**src/rtl/regfile_dump_pkg.sv**
```systemverilog
// Shared types and constants for the register-file dump engine.
package regfile_dump_pkg;

  typedef enum logic [1:0] {
    IDLE = 2'd0,
    LOAD = 2'd1,
    SEND = 2'd2,
    DONE = 2'd3
  } state_t;

  localparam logic DUMP_ALL     = 1'b0;
  localparam logic DUMP_CHANGED = 1'b1;

endpackage

```
**src/rtl/regfile_dump_unit_lowest_set_index.sv**
```systemverilog
// Combinational priority encoder: index of the lowest set bit of a mask.
module lowest_set_index
  import regfile_dump_pkg::*;
#(
  parameter int unsigned N  = 32,
  parameter int unsigned AW = $clog2(N)
) (
  input  logic [N-1:0]  mask,
  output logic [AW-1:0] idx,
  output logic          none
);

  // Scan from the top so the lowest set bit wins.
  always_comb begin
    idx  = '0;
    none = 1'b1;
    for (int i = int'(N) - 1; i >= 0; i--) begin
      if (mask[i]) begin
        idx  = AW'(i);
        none = 1'b0;
      end
    end
  end

endmodule

```
**src/rtl/regfile_dump_unit.sv**
```systemverilog
// Register-file dump engine: tracks written registers and streams a
// snapshot (all or changed-only) over a valid/ready port.
module regfile_dump_unit
  import regfile_dump_pkg::*;
#(
  parameter int unsigned XLEN = 32,
  parameter int unsigned NREG = 32,
  parameter int unsigned AW   = $clog2(NREG),
  parameter int unsigned TW   = 32
) (
  input  logic            clk,
  input  logic            rst_n,
  input  logic            trigger,
  input  logic            mode,
  input  logic            wb_en,
  input  logic [AW-1:0]   wb_addr,
  input  logic [XLEN-1:0] wb_data,
  output logic [AW-1:0]   rd_addr,
  input  logic [XLEN-1:0] rd_data,
  output logic            out_valid,
  input  logic            out_ready,
  output logic [AW-1:0]   out_addr,
  output logic [XLEN-1:0] out_data,
  output logic [TW-1:0]   out_time,
  output logic            out_last,
  output logic            busy,
  output logic            done
);

  state_t          state;
  logic [TW-1:0]   cyc;
  logic [NREG-1:0] dirty;
  logic [NREG-1:0] snap;
  logic [NREG-1:0] dirty_set;
  logic [NREG-1:0] snap_trig;
  logic [NREG-1:0] snap_clr;
  logic [NREG-1:0] enc_mask;
  logic [AW-1:0]   idx;
  logic [AW-1:0]   enc_idx;
  logic            enc_none;
  logic            bypass;

  // One-hot of the register written back this cycle; x0 never counts.
  always_comb begin
    dirty_set = '0;
    if (wb_en && (wb_addr != '0) && (32'(wb_addr) < NREG)) begin
      dirty_set[wb_addr] = 1'b1;
    end
  end

  // Snapshot remaining after the current index is sent.
  always_comb begin
    snap_clr      = snap;
    snap_clr[idx] = 1'b0;
  end

  assign snap_trig = (mode == DUMP_CHANGED) ? dirty : '1;
  // Encoder looks at the trigger-time snapshot in IDLE, the live snap otherwise.
  assign enc_mask  = (state == IDLE) ? snap_trig : snap;
  assign rd_addr   = (state == LOAD) ? idx : '0;
  assign bypass    = wb_en && (wb_addr == idx) && (idx != '0);

  lowest_set_index #(
    .N  (NREG),
    .AW (AW)
  ) u_lsi (
    .mask (enc_mask),
    .idx  (enc_idx),
    .none (enc_none)
  );

  // Free-running cycle counter used as the dump timestamp.
  always_ff @(posedge clk or negedge rst_n) begin
    if (!rst_n) cyc <= '0;
    else        cyc <= cyc + TW'(1);
  end

  // Live dirty mask; cleared at an accepted trigger except for a same-cycle write.
  always_ff @(posedge clk or negedge rst_n) begin
    if (!rst_n)                         dirty <= '0;
    else if ((state == IDLE) && trigger) dirty <= dirty_set;
    else                                 dirty <= dirty | dirty_set;
  end

  // Dump sequencer with registered stream outputs.
  always_ff @(posedge clk or negedge rst_n) begin
    if (!rst_n) begin
      state     <= IDLE;
      snap      <= '0;
      idx       <= '0;
      out_valid <= 1'b0;
      out_addr  <= '0;
      out_data  <= '0;
      out_time  <= '0;
      out_last  <= 1'b0;
      busy      <= 1'b0;
      done      <= 1'b0;
    end else begin
      case (state)
        IDLE: begin
          if (trigger) begin
            snap     <= snap_trig;
            out_time <= cyc;
            busy     <= 1'b1;
            if (enc_none) begin
              state <= DONE;
              done  <= 1'b1;
            end else begin
              idx   <= enc_idx;
              state <= LOAD;
            end
          end
        end
        LOAD: begin
          out_data  <= bypass ? wb_data : rd_data;
          out_addr  <= idx;
          out_last  <= (snap_clr == '0);
          snap      <= snap_clr;
          out_valid <= 1'b1;
          state     <= SEND;
        end
        SEND: begin
          if (out_ready) begin
            out_valid <= 1'b0;
            if (out_last) begin
              state <= DONE;
              done  <= 1'b1;
            end else begin
              idx   <= enc_idx;
              state <= LOAD;
            end
          end
        end
        DONE: begin
          done  <= 1'b0;
          busy  <= 1'b0;
          state <= IDLE;
        end
        default: state <= IDLE;
      endcase
    end
  end

endmodule

```
**config.mk**
```make
export PLATFORM = sky130hd
export DESIGN_NAME = regfile_dump_unit
export DESIGN_NICKNAME = d
export VERILOG_FILES = /design/src/rtl/regfile_dump_pkg.sv /design/src/rtl/regfile_dump_unit_lowest_set_index.sv /design/src/rtl/regfile_dump_unit.sv
export SDC_FILE = /design/constraint.sdc
export NUM_CORES = 1
export LEC_CHECK = 0
export ABC_AREA = 1
export ABC_CLOCK_PERIOD_IN_PS = 5300
export CAP_MARGIN = 25
export CORE_MARGIN = 4
export CORE_UTILIZATION = 57
export CTS_CLUSTER_SIZE = 25
export DETAILED_ROUTE_END_ITERATION = 12
export HOLD_SLACK_MARGIN = 0.12
export PLACE_DENSITY = 0.82
export SLEW_MARGIN = 20
export SYNTH_ARGS = -nofsm -noshare
export SYNTH_HDL_FRONTEND = slang
export SYNTH_SLANG_ARGS = --single-unit
export TNS_END_PERCENT = 30
```
**constraint.sdc**
```tcl
create_clock -name clk -period 5.3 [get_ports clk]
set_input_delay 1.325 -clock clk [delete_from_list [all_inputs] [get_ports clk]]
set_output_delay 1.325 -clock clk [all_outputs]
set_load 0.005 [all_outputs]
```
==> Flow_metrics.wiki, run 1 <==
{| class="wikitable"
! Metric !! Value
|-
| Status || complete, no violations
|-
| # clock sinks || 176
|-
| Startpoint of the worst-slack reg-to-reg timing path || state[1]
|-
| Max Clock Skew || 8.458 ps
|-
| Clock Tree Buf Depth || 2
|-
| P_sw || 2162 uW
|-
| Overall power after layout || 5394 uW
|-
| Detailed-route wire length per cell || 17.33 um
|-
| Register-to-register setup slack || 1890 ps
|-
| CTS Hold Bufs || 0
|-
| Post-CTS setup-driven buffer insertion count || 0
|-
| Placed Instances || 1328
|-
| Max-cap violation count || 0
|-
| Antenna Violating Nets Remaining || 0
|-
| Category of the worst setup path capture point || register
|-
| # DRC || 0
|-
| Crit path time final || 3805 ps
|-
| Placeable core area || 14640 um^2
|-
| Number of instances on the worst hold path || 2
|-
| Cells after Synth || 1031
|-
| Number of global-route vias before repair || 7453
|-
| Initial Utilization || 58.66%
|-
| Most common cell on crit path || sky130_fd_sc_hd__nand2_1
|-
| Number of placed I/O pins || 153
|-
| Hold Path Origin || out_time[19]
|-
| CTS tree || done
|-
| Cell with the largest stage delay on the worst path || sky130_fd_sc_hd__clkdlybuf4s50_1
|-
| Setup TNS || 0 ps
|-
| Number of inserted filler cells in the final layout || 1076
|-
| CTS root buf || sky130_fd_sc_hd__clkbuf_16
|-
| Fraction of power consumed by sequential logic || 35.9%
|-
| Fin crit share || 71.80%
|-
| Signal arrival time at the worst endpoint || 4140 ps
|-
| Post-layout nets || 1243
|-
| Post-Syn Nets || 1107
|-
| CP Max Fanout || 31
|-
| Maximum number of pins on one net before global-route repair || 105
|-
| Leading register cell type out of synthesis || sky130_fd_sc_hd__dfrtp_1
|-
| Maximum frequency from static timing analysis || 262.8 MHz
|-
| Count of cell types in the netlist || 43
|-
| Initial antenna violation count || 0
|-
| Floorplan row count || 44
|-
| Top routing layer used || met4
|-
| Routability-driven placement congestion ratio || 0.8692
|-
| Proportion of power drawn by the clock network || 23.7%
|-
| Final Util || 74.27%
|-
| Proportion of synthesized flip-flops having asynchronous set or reset || 100.0%
|-
| Transition time of the tightest slew-check pin || 1057 ps
|-
| Kind of start point of the critical path || primary input
|-
| Class of the worst hold path || register to register
|-
| Proportion of synthesized chip area in sequential cells || 51.27%
|-
| Headroom to the max-slew limit || 28.97%
|-
| Launching element of the worst setup path || mode
|-
| Insertion delay of the later-clocked pin in the worst-skew pair || 440 ps
|-
| CP required || 5640 ps
|-
| Netlist area before placement || 8591 um^2
|-
| Global-route wire length before repair || 37460 um
|-
| Gate power share || 40.4%
|-
| Post-synthesis average cell area || 8.332 um^2
|-
| DR vias/cell || 5.705
|-
| Inserted Diodes || 0
|-
| Capture endpoint of the worst hold path || out_time[19]
|-
| Initial DRC count || 885
|-
| Die ar. || 17100 um^2
|-
| Number of pins exceeding their max-slew limit in the final report || 0
|-
| Number of flops mapped to enable cells by yosys || 0
|-
| Critical path start-end classification || primary input to register
|-
| Cells on worst reg2reg path || 31
|-
| Die span in y || 130.8 um
|-
| Die outline width || 130.8 um
|-
| Worst-case setup margin in the final layout || 1495 ps
|-
| Total setup violations reported at the end of the flow || 0
|-
| # H-tree levels || 4
|-
| Biggest cell delay along the critical path || 430 ps
|-
| Standby leakage power || 0.004911 uW
|-
| Total track usage || 28.00%
|-
| Area grow syn2layout || 26.59%
|-
| Post-synthesis sequential element count || 176
|-
| Final count of hold timing violations || 0
|-
| Internal Power || 3232 uW
|-
| DP Wirelength || 15920 um
|-
| Power Density || 495.9 nW/um^2
|-
| Fraction of power spent switching nets || 40.08%
|-
| Number of I/O port buffers || 152
|-
| Setup repair after global routing missed its margin || false
|-
| Setup slack at placement || 1114 ps
|-
| Clock-pin slew reported for the worst setup and hold paths after clock tree synthesis || 70 ps
|-
| Overflow left after global routing || 0
|-
| Met2 wirelength from detailed routing || 11590 um
|-
| Sum of routed wire segments on met1 || 9662 um
|-
| Fraction of final layout cells sized beyond drive strength 1 || 7.373%
|-
| Sum of met3 wire segment lengths after detailed routing || 1832 um
|-
| Number of cells in the finished layout apart from fillers || 1364
|-
| Drt pass-1 iters || 5
|-
| Crit Reg-Reg Endpoint || idx[0]
|-
| Count of cells resized by post-cts repair || 0
|-
| Count of synthesis-stage warnings from yosys || 0
|-
| Number of vias in the routed layout || 7782
|-
| Largest voltage drop on the vdd net || 0.3564 mV
|-
| Final wirelength || 23630 um
|-
| Number of buffers added by the clock tree synthesis step || 17
|}
[power by group through the flow]
| stage | Clock (uW) | Sequential (uW) | Combinational [uW] |
|---|---|---|---|
| floorplan | 0 | 1910 | 1390 |
| finish | 1280 | 1940 | 2180 |
| CTS | 1280 | 1930 | 2150 |
| global placement | 0 | 1940 | 2090 |
| detailed placement | 0 | 1940 | 2140 |
| global route | 1350 | 1970 | 2430 |
[area by class of cell]
cell class / instances / area [um^2] / area share (%)
well taps: 184 / 230.2 / 2.117
repair buffers: 164 / 1660 / 15.27
inverters: 91 / 341.6 / 3.141
flip-flops and latches: 176 / 4404 / 40.50
multi-input cells: 717 / 3637 / 33.44
clock buffers: 18 / 439.2 / 4.038
clock inverters: 14 / 162.7 / 1.496
[worst max-delay path: cells and delay by family]
family / cells / cell delay (ps)
buffers and inverters: 2 / 820
and+or+nand+nor: 35 / 1950
[logic make-up after synthesis]
| kind of cell | count (synthesis) | synth area share (%) |
|---|---|---|
| and+or+nand+nor | 408 | 19.94 |
| AOI/OAI and AO/OA | 281 | 19.41 |
| DFF | 176 | 51.27 |
| buffers and inverters | 138 | 6.481 |
| xor gates and xnor gates | 27 | 2.753 |
| adders and majority gates | 1 | 0.1456 |
[registers in the layout, summed over array words and instances (netlist names)]
register,cells
done,1
out_valid,1
cyc,32
out_addr,5
state,2
dirty,32
out_data,32
idx,5
snap,32
out_last,1
out_time,32
busy,1
[synth_stat cells (2+ instances only)]
cell	instances	area share [%]
sky130_fd_sc_hd__clkinv_1	2	0.087
sky130_fd_sc_hd__o22ai_1	2	0.15
sky130_fd_sc_hd__o211ai_1	2	0.17
sky130_fd_sc_hd__inv_1	81	3.5
sky130_fd_sc_hd__a22o_1	29	3.0
sky130_fd_sc_hd__dfrtp_1	176	51
sky130_fd_sc_hd__nand4_1	4	0.29
sky130_fd_sc_hd__buf_1	2	0.087
sky130_fd_sc_hd__nand2_1	228	10
sky130_fd_sc_hd__buf_6	4	0.52
sky130_fd_sc_hd__xor2_1	26	2.7
sky130_fd_sc_hd__clkbuf_1	38	1.7
sky130_fd_sc_hd__o2111ai_1	2	0.20
sky130_fd_sc_hd__nor4_1	12	0.87
sky130_fd_sc_hd__buf_4	2	0.17
sky130_fd_sc_hd__nor2_1	107	4.7
sky130_fd_sc_hd__a31oi_1	3	0.22
sky130_fd_sc_hd__a21boi_0	2	0.17
sky130_fd_sc_hd__o21ai_0	157	9.1
sky130_fd_sc_hd__o31ai_1	3	0.26
sky130_fd_sc_hd__nand3_1	17	0.99
sky130_fd_sc_hd__o21ai_2	18	1.8
sky130_fd_sc_hd__a21oi_1	33	1.9
sky130_fd_sc_hd__o311ai_0	10	1.0
sky130_fd_sc_hd__nor3_2	7	0.82
sky130_fd_sc_hd__nor3_1	24	1.4
sky130_fd_sc_hd__inv_2	8	0.35
sky130_fd_sc_hd__o21ai_1	15	0.87
sky130_fd_sc_hd__nand3b_1	3	0.26
[metal layers]
metal | global-route usage [%] | vias up
met3 | 6.016 | 52
met4 | 8.227 | 0
met5 | 0 | -
met2 | 46.23 | 318
met1 | 37.60 | 3696
li1 | - | 3716
[per-stage QoR]
stage | hold slack (ps) | cell area, um^2
floorplan | 441.6 | 8591
global placement | 455.7 | 10210
detailed placement | 459.8 | 10210
CTS | 484.3 | 10810
global route | 491.5 | 10880
finish | 480.0 | 10880
[worst max-delay path by stage]
stage	endpoint	slack, ps	depth (start not counted)
after global routing	idx[0]	1110	37
after floorplan	idx[0]	2150	34
after global placement	idx[0]	1180	37
after detailed placement	idx[0]	1110	37
after CTS	idx[0]	1520	37
final	idx[0]	1490	37
[layout by cell type (no fill, tap or decap), types with 12 or more instances in the layout]
cell                              count
sky130_fd_sc_hd__nor4_1              12
sky130_fd_sc_hd__o21ai_2             18
sky130_fd_sc_hd__nor2_1             106
sky130_fd_sc_hd__clkdlybuf4s50_1    151
sky130_fd_sc_hd__xor2_1              26
sky130_fd_sc_hd__inv_1               80
sky130_fd_sc_hd__o21ai_0            157
sky130_fd_sc_hd__nor3_1              24
sky130_fd_sc_hd__a21oi_1             33
sky130_fd_sc_hd__dfrtp_1            176
sky130_fd_sc_hd__a22o_1              29
sky130_fd_sc_hd__o21ai_1             15
sky130_fd_sc_hd__nand2_1            228
sky130_fd_sc_hd__nand3_1             17
sky130_fd_sc_hd__clkbuf_16           17
(Power assumes the default switching activity.)
==> run 2: changes to the inputs <==
Settings changed: ABC_CLOCK_PERIOD_IN_PS 5300 to 3200, CORE_UTILIZATION 57 to 48, PLACE_DENSITY 0.82 to 0.73.
Clock period 5.3 ns to 3.2 ns, I/O delays scaled along.
==> run 2 against run 1 <==
Flip-flop and latch count stayed put. Non-clock buffer count up 21. Register-to-register slack worse by 1500 ps. Routed wire length grew 1.1%. Die area is 18% higher. Worst setup slack lost 1100 ps. Critical path depth shrank 24. Core utilization decreased by 11 points. Worst hold slack lost 170 ps. Cell area is 1.7% higher. Cell count up 4.5%. Combinational power rose by 72%. Critical endpoint is now cyc[30]. Largest cell class unchanged. Highest routed layer unchanged.
==> Flow_metrics.wiki, run 2 (synthesized netlist as in run 1, its figures left out) <==
{| class="wikitable"
! Metric !! Value
|-
| Fraction of final layout cells sized beyond drive strength 1 || 9.159% (was 7.373%)
|-
| Inserted Diodes || 0 (unchanged)
|-
| Number of buffers added by the clock tree synthesis step || 17 (unchanged)
|-
| Standby leakage power || 0.005003 uW (was 0.004911 uW)
|-
| Number of vias in the routed layout || 7692 (was 7782)
|-
| Fin area || 11060 um^2 (was 10880 um^2)
|-
| CTS root buf || sky130_fd_sc_hd__clkbuf_16 (unchanged)
|-
| Placed instance area || 10450 um^2 (was 10210 um^2)
|-
| Fraction of power spent switching nets || 39.43% (was 40.08%)
|-
| Largest voltage drop on the vdd net || 0.5019 mV (was 0.3564 mV)
|-
| Final count of hold timing violations || 0 (unchanged)
|-
| P_sw || 3580 uW (was 2162 uW)
|-
| Initial Utilization || 49.32% (was 58.66%)
|-
| Number of inserted filler cells in the final layout || 1488 (was 1076)
|-
| Category of the worst setup path capture point || register (unchanged)
|-
| CTS tree || done (unchanged)
|-
| Worst-case setup margin in the final layout || 418.0 ps (was 1495 ps)
|-
| Clock Tree Buf Depth || 2 (unchanged)
|-
| Total setup violations reported at the end of the flow || 0 (unchanged)
|-
| Drt pass-1 iters || 5 (unchanged)
|-
| Signal arrival time at the worst endpoint || 3100 ps (was 4140 ps)
|-
| Placeable core area || 17420 um^2 (was 14640 um^2)
|-
| Headroom to the max-slew limit || 52.05% (was 28.97%)
|-
| Class of the worst hold path || primary input to async pin (was register to register)
|-
| Overflow left after global routing || 0 (unchanged)
|-
| Kind of start point of the critical path || register (was primary input)
|-
| Proportion of power drawn by the clock network || 23.5% (was 23.7%)
|-
| Setup slack at placement || -182.1 ps (was 1114 ps)
|-
| Initial antenna violation count || 0 (unchanged)
|-
| Commonest non-fill, non-tap cell in the layout || sky130_fd_sc_hd__nand2_1 (unchanged)
|-
| Crit path time final || 2782 ps
|-
| Critical path start-end classification || register to register (was primary input to register)
|-
| Power Density || 821.1 nW/um^2 (was 495.9 nW/um^2)
|-
| Fraction of power consumed by sequential logic || 35.3% (was 35.9%)
|-
| Routability-driven placement congestion ratio || 0.9144 (was 0.8692)
|-
| Final wirelength || 23880 um (was 23630 um)
|-
| Register-to-register setup slack || 420 ps (was 1890 ps)
|-
| Flip-flop and latch area || 4404 um^2 (unchanged)
|-
| # H-tree levels || 4 (unchanged)
|-
| DR vias/cell || 5.394 (was 5.705)
|-
| Setup TNS || 0 ps (unchanged)
|-
| Post-CTS setup-driven buffer insertion count || 0 (unchanged)
|-
| Floorplan row count || 48 (was 44)
|-
| Setup repair after global routing missed its margin || false (unchanged)
|-
| Crit Reg-Reg Endpoint || cyc[30] (was idx[0])
|-
| Status || complete, no violations (unchanged)
|-
| CP required || 3520 ps (was 5640 ps)
|-
| Number of global-route vias before repair || 7570 (was 7453)
|-
| Maximum frequency from static timing analysis || 359.4 MHz
|-
| Clock-pin slew reported for the worst setup and hold paths after clock tree synthesis || 70 ps (about the same)
|-
| Die ar. || 20100 um^2 (was 17100 um^2)
|-
| Total track usage || 24.44% (was 28.00%)
|-
| Antenna Violating Nets Remaining || 0 (unchanged)
|-
| Detailed-route wire length per cell || 16.75 um (was 17.33 um)
|-
| CTS Hold Bufs || 0 (unchanged)
|-
| Fin Hold WS || 313.5 ps (was 480.0 ps)
|-
| Area occupied by multi-input gates || 3645 um^2 (was 3637 um^2)
|-
| # clock sinks || 176 (unchanged)
|-
| CP Max Fanout || 4 (was 31)
|-
| Number of I/O port buffers || 152 (unchanged)
|-
| Insertion delay of the later-clocked pin in the worst-skew pair || 440 ps (about the same)
|-
| DP Wirelength || 17030 um (was 15920 um)
|-
| Transition time of the tightest slew-check pin || 719.3 ps (was 1057 ps)
|-
| Cells on worst reg2reg path || 13 (was 31)
|-
| Die outline width || 141.8 um (was 130.8 um)
|-
| Die span in y || 141.8 um (was 130.8 um)
|-
| Internal Power || 5499 uW (was 3232 uW)
|-
| Fin crit share || 86.94%
|-
| Max-cap violation count || 0 (unchanged)
|-
| Number of placed I/O pins || 153 (unchanged)
|-
| Highest-count cells in the layout ignoring fill and taps || 228 x sky130_fd_sc_hd__nand2_1, 176 x sky130_fd_sc_hd__dfrtp_1, 157 x sky130_fd_sc_hd__o21ai_0 (unchanged)
|-
| Startpoint of the worst-slack reg-to-reg timing path || cyc[0] (was state[1])
|-
| # DRC || 0 (unchanged)
|-
| Max Clock Skew || 11.11 ps (was 8.458 ps)
|-
| Maximum number of pins on one net before global-route repair || 77 (was 105)
|-
| Initial DRC count || 696 (was 885)
|-
| Area grow syn2layout || 28.71% (was 26.59%)
|-
| Gate power share || 41.2% (was 40.4%)
|-
| Number of pins exceeding their max-slew limit in the final report || 0 (unchanged)
|-
| Post-layout nets || 1264 (was 1243)
|-
| Count of cells resized by post-cts repair || 0 (unchanged)
|-
| Global-route wire length before repair || 39210 um (was 37460 um)
|}
-- run 2: cell type report --
type	instances	share of cell area (%)
sequential	176	39.83
multi-input combinational	717	32.96
clock inverter	14	1.539
clock buffer	18	3.881
tap	225	2.546
timing repair buffer	185	16.15
inverter	91	3.089
-- run 2: power groups by stage --
| stage | logic (uW) | clock network, uW | registers (uW) |
|---|---|---|---|
| 2_1_floorplan | 2300 | 0 | 3160 |
| 3_3_place_gp | 3680 | 0 | 3220 |
| 3_5_place_dp | 3720 | 0 | 3230 |
| 4_1_cts | 3740 | 2160 | 3200 |
| 5_1_grt | 4190 | 2270 | 3280 |
| 6_report | 3740 | 2130 | 3210 |
-- run 2: critical path, stage by stage (launching register included) --
cell	delay, ps
sky130_fd_sc_hd__dfrtp_1	410
sky130_fd_sc_hd__ha_1	200
sky130_fd_sc_hd__nand3_1	140
sky130_fd_sc_hd__nor3_2	190
sky130_fd_sc_hd__nand3_1	170
sky130_fd_sc_hd__nor3_2	240
sky130_fd_sc_hd__nand4_1	180
sky130_fd_sc_hd__nor3_2	220
sky130_fd_sc_hd__nand3_2	130
sky130_fd_sc_hd__nor3_2	260
sky130_fd_sc_hd__nand4_2	170
sky130_fd_sc_hd__nor2_2	150
sky130_fd_sc_hd__nand2_1	80
sky130_fd_sc_hd__xor2_1	140
-- run 2: metrics by stage --
step | cells | utilization [%] | total power (uW)
after floorplan | 1031 | - | 5456
after global placement | 1394 | 60.00 | 6900
after detailed placement | 1394 | 60.00 | 6952
after CTS | 1426 | 63.44 | 9099
after global routing | 1426 | 63.48 | 9737
final | 1426 | 63.48 | 9079
-- run 2: how the worst max path moves through the flow --
stage	start	end	slack, ps
after floorplan	mode	idx[0]	570
after global placement	mode	idx[0]	-190
after detailed placement	mode	idx[0]	-180
after CTS	mode	idx[0]	250
after global routing	state[1]	idx[0]	20
final	cyc[0]	cyc[30]	420
-- run 2: routing by layer --
layer / wire, um / vias to the layer above / global-route usage [%]
li1: - / 3755 / -
met1: 10690 / 3656 / 34.22
met2: 10950 / 237 / 37.77
met3: 1693 / 44 / 5.763
met4: 548 / 0 / 7.929
met5: 0 / - / 0
==> run 3: changes to the inputs <==
Settings changed: CORE_UTILIZATION 48 to 35, PLACE_DENSITY 0.73 to 0.55, SKIP_LAST_GASP set to 1.
==> run 3 against run 2 <==
Power up 1.8%. Worst setup slack better by 25 ps. Maximum frequency up 0.92%. Core utilization down 17 points. Worst hold slack better by 55 ps. Register-to-register slack better by 30 ps. Routed wire length up 8.5%. Sequential power about the same. Critical path depth up 19. Critical endpoint is now idx[0].
==> Flow_metrics.wiki, run 3 (synthesized netlist as in run 1, its figures left out) <==
{| class="wikitable"
! Metric !! Value
|-
| Setup repair after global routing missed its margin || false (unchanged)
|-
| Max-cap violation count || 0 (unchanged)
|-
| Number of I/O port buffers || 152 (unchanged)
|-
| Fraction of power spent switching nets || 39.90% (was 39.43%)
|-
| Total track usage || 19.43% (was 24.44%)
|-
| Number of placed I/O pins || 153 (unchanged)
|-
| Largest voltage drop on the vdd net || 0.4195 mV (was 0.5019 mV)
|-
| Initial Utilization || 35.43% (was 49.32%)
|-
| Antenna Violating Nets Remaining || 0 (unchanged)
|-
| Maximum number of pins on one net before global-route repair || 71 (was 77)
|-
| Signal arrival time at the worst endpoint || 3120 ps (was 3100 ps)
|-
| # clock sinks || 176 (unchanged)
|-
| Fin area || 11360 um^2 (was 11060 um^2)
|-
| Most common cell on crit path || sky130_fd_sc_hd__nand2_1 (was sky130_fd_sc_hd__nor3_2)
|-
| Proportion of power drawn by the clock network || 23.0% (was 23.5%)
|-
| Fin crit share || 86.15% (was 86.94%)
|-
| Crit path time final || 2757 ps (was 2782 ps)
|-
| Number of buffers added by the clock tree synthesis step || 17 (unchanged)
|-
| Routability-driven placement congestion ratio || 0.8487 (was 0.9144)
|-
| WP buf/inv || 1 (was 0)
|-
| Max Clock Skew || 11.63 ps (was 11.11 ps)
|-
| Die ar. || 27120 um^2 (was 20100 um^2)
|-
| Critical path start-end classification || register to register (unchanged)
|-
| Clock-pin slew reported for the worst setup and hold paths after clock tree synthesis || 80 ps (was 70 ps)
|-
| Die span in y || 164.7 um (was 141.8 um)
|-
| # DRC || 0 (unchanged)
|-
| Headroom to the max-slew limit || 54.35% (was 52.05%)
|-
| Power Density || 814.1 nW/um^2 (was 821.1 nW/um^2)
|-
| Clock Tree Buf Depth || 2 (unchanged)
|-
| Number of global-route vias before repair || 7417 (was 7570)
|-
| Transition time of the tightest slew-check pin || 679.6 ps (was 719.3 ps)
|-
| Placed instance area || 10750 um^2 (was 10450 um^2)
|-
| Kind of start point of the critical path || register (unchanged)
|-
| Commonest non-fill, non-tap cell in the layout || sky130_fd_sc_hd__nand2_1 (unchanged)
|-
| Startpoint of the worst-slack reg-to-reg timing path || state[1] (was cyc[0])
|-
| Internal Power || 5556 uW (was 5499 uW)
|-
| Class of the worst hold path || primary input to async pin (unchanged)
|-
| Fraction of final layout cells sized beyond drive strength 1 || 10.44% (was 9.159%)
|-
| Cell with the largest stage delay on the worst path || sky130_fd_sc_hd__dfrtp_1 (unchanged)
|-
| Cells on worst reg2reg path || 32 (was 13)
|-
| Category of cells accounting for the largest share of critical-path delay || simple AND/OR/NAND/NOR gates (unchanged)
|-
| Gate power share || 42.6% (was 41.2%)
|-
| Status || complete, no violations (unchanged)
|-
| Total setup violations reported at the end of the flow || 0 (unchanged)
|-
| Initial antenna violation count || 0 (unchanged)
|-
| Placeable core area || 24250 um^2 (was 17420 um^2)
|-
| Post-layout nets || 1280 (was 1264)
|-
| Setup slack at placement || -210.8 ps (was -182.1 ps)
|-
| Setup TNS || 0 ps (unchanged)
|-
| DP Wirelength || 18480 um (was 17030 um)
|-
| Fin Hold WS || 368.7 ps (was 313.5 ps)
|-
| Register-to-register setup slack || 440 ps (was 420 ps)
|-
| Final wirelength || 25910 um (was 23880 um)
|-
| Worst-case setup margin in the final layout || 443.3 ps (was 418.0 ps)
|-
| DR vias/cell || 4.960 (was 5.394)
|-
| Final count of hold timing violations || 0 (unchanged)
|-
| Category of the worst setup path capture point || register (unchanged)
|-
| Detailed-route wire length per cell || 16.82 um (was 16.75 um)
|-
| Number of vias in the routed layout || 7638 (was 7692)
|-
| CTS Hold Bufs || 0 (unchanged)
|-
| CP required || 3570 ps (was 3520 ps)
|-
| Number of pins exceeding their max-slew limit in the final report || 0 (unchanged)
|-
| Maximum frequency from static timing analysis || 362.7 MHz (was 359.4 MHz)
|-
| Overflow left after global routing || 0 (unchanged)
|-
| Drt pass-1 iters || 5 (unchanged)
|-
| Crit Reg-Reg Endpoint || idx[0] (was cyc[30])
|-
| P_sw || 3689 uW (was 3580 uW)
|-
| Area grow syn2layout || 32.19% (was 28.71%)
|-
| Global-route wire length before repair || 41260 um (was 39210 um)
|-
| # H-tree levels || 4 (unchanged)
|-
| Inserted Diodes || 0 (unchanged)
|-
| Die outline width || 164.7 um (was 141.8 um)
|-
| Fraction of power consumed by sequential logic || 34.4% (was 35.3%)
|-
| CP Max Fanout || 23 (was 4)
|-
| Number of inserted filler cells in the final layout || 2402 (was 1488)
|-
| Biggest cell delay along the critical path || 490 ps (was 410 ps)
|-
| Initial DRC count || 420 (was 696)
|-
| Floorplan row count || 57 (was 48)
|-
| Standby leakage power || 0.005099 uW (was 0.005003 uW)
|-
| CTS tree || done (unchanged)
|-
| CTS root buf || sky130_fd_sc_hd__clkbuf_16 (unchanged)
|-
| Highest-count cells in the layout ignoring fill and taps || 228 x sky130_fd_sc_hd__nand2_1, 176 x sky130_fd_sc_hd__dfrtp_1, 157 x sky130_fd_sc_hd__o21ai_0 (unchanged)
|-
| Insertion delay of the later-clocked pin in the worst-skew pair || 430 ps (was 440 ps)
|}
## run 3: metal layers
layer	part of all wire, %	global-route usage, %	routed length [um]
met5	0	0	0
met3	4.5	3.793	1162
met2	47	30.97	12230
met1	47	27.53	12190
met4	1.3	4.461	325
## run 3: through the flow
stage                     std cells  util (%)  power, uW
after floorplan                1031         -       5456
after global placement         1509     44.32       7150
after detailed placement       1509     44.32       7161
after CTS                      1540     46.79       9320
after global routing           1540     46.83       9940
final                          1540     46.83       9245
## run 3: what timing repair did
item                                    4_1_cts  5_1_grt
endpoints found under the setup margin        0        1
resized for setup                             0        4
setup buffers                                 0        0
## run 3: layout make-up
class	count	area [um^2]	share of cell area [%]
inverters	91	342.8	3.019
flip-flops and latches	176	4404	38.78
multi-input cells	717	3647	32.12
well taps	324	405.4	3.570
clock inverters	14	172.7	1.520
clock buffers	17	425.4	3.746
repair buffers	201	1958	17.24
## run 3: how the worst max path moves through the flow
stage                   from  endpoint  slack [ps]  cells past startpoint
floorplan               mode    idx[0]         570                     34
global placement        mode    idx[0]        -200                     37
detailed placement      mode    idx[0]        -210                     36
CTS                     mode    idx[0]         230                     36
global route        state[1]    idx[0]          60                     32
finish              state[1]    idx[0]         440                     32
## run 3: power groups by stage
| stage | Clock, uW | Sequential (uW) | Combinational, uW |
|---|---|---|---|
| 2_1_floorplan | 0 | 3160 | 2300 |
| 3_3_place_gp | 0 | 3210 | 3940 |
| 3_5_place_dp | 0 | 3210 | 3950 |
| 4_1_cts | 2180 | 3180 | 3970 |
| 5_1_grt | 2260 | 3250 | 4430 |
| 6_report | 2120 | 3180 | 3940 |
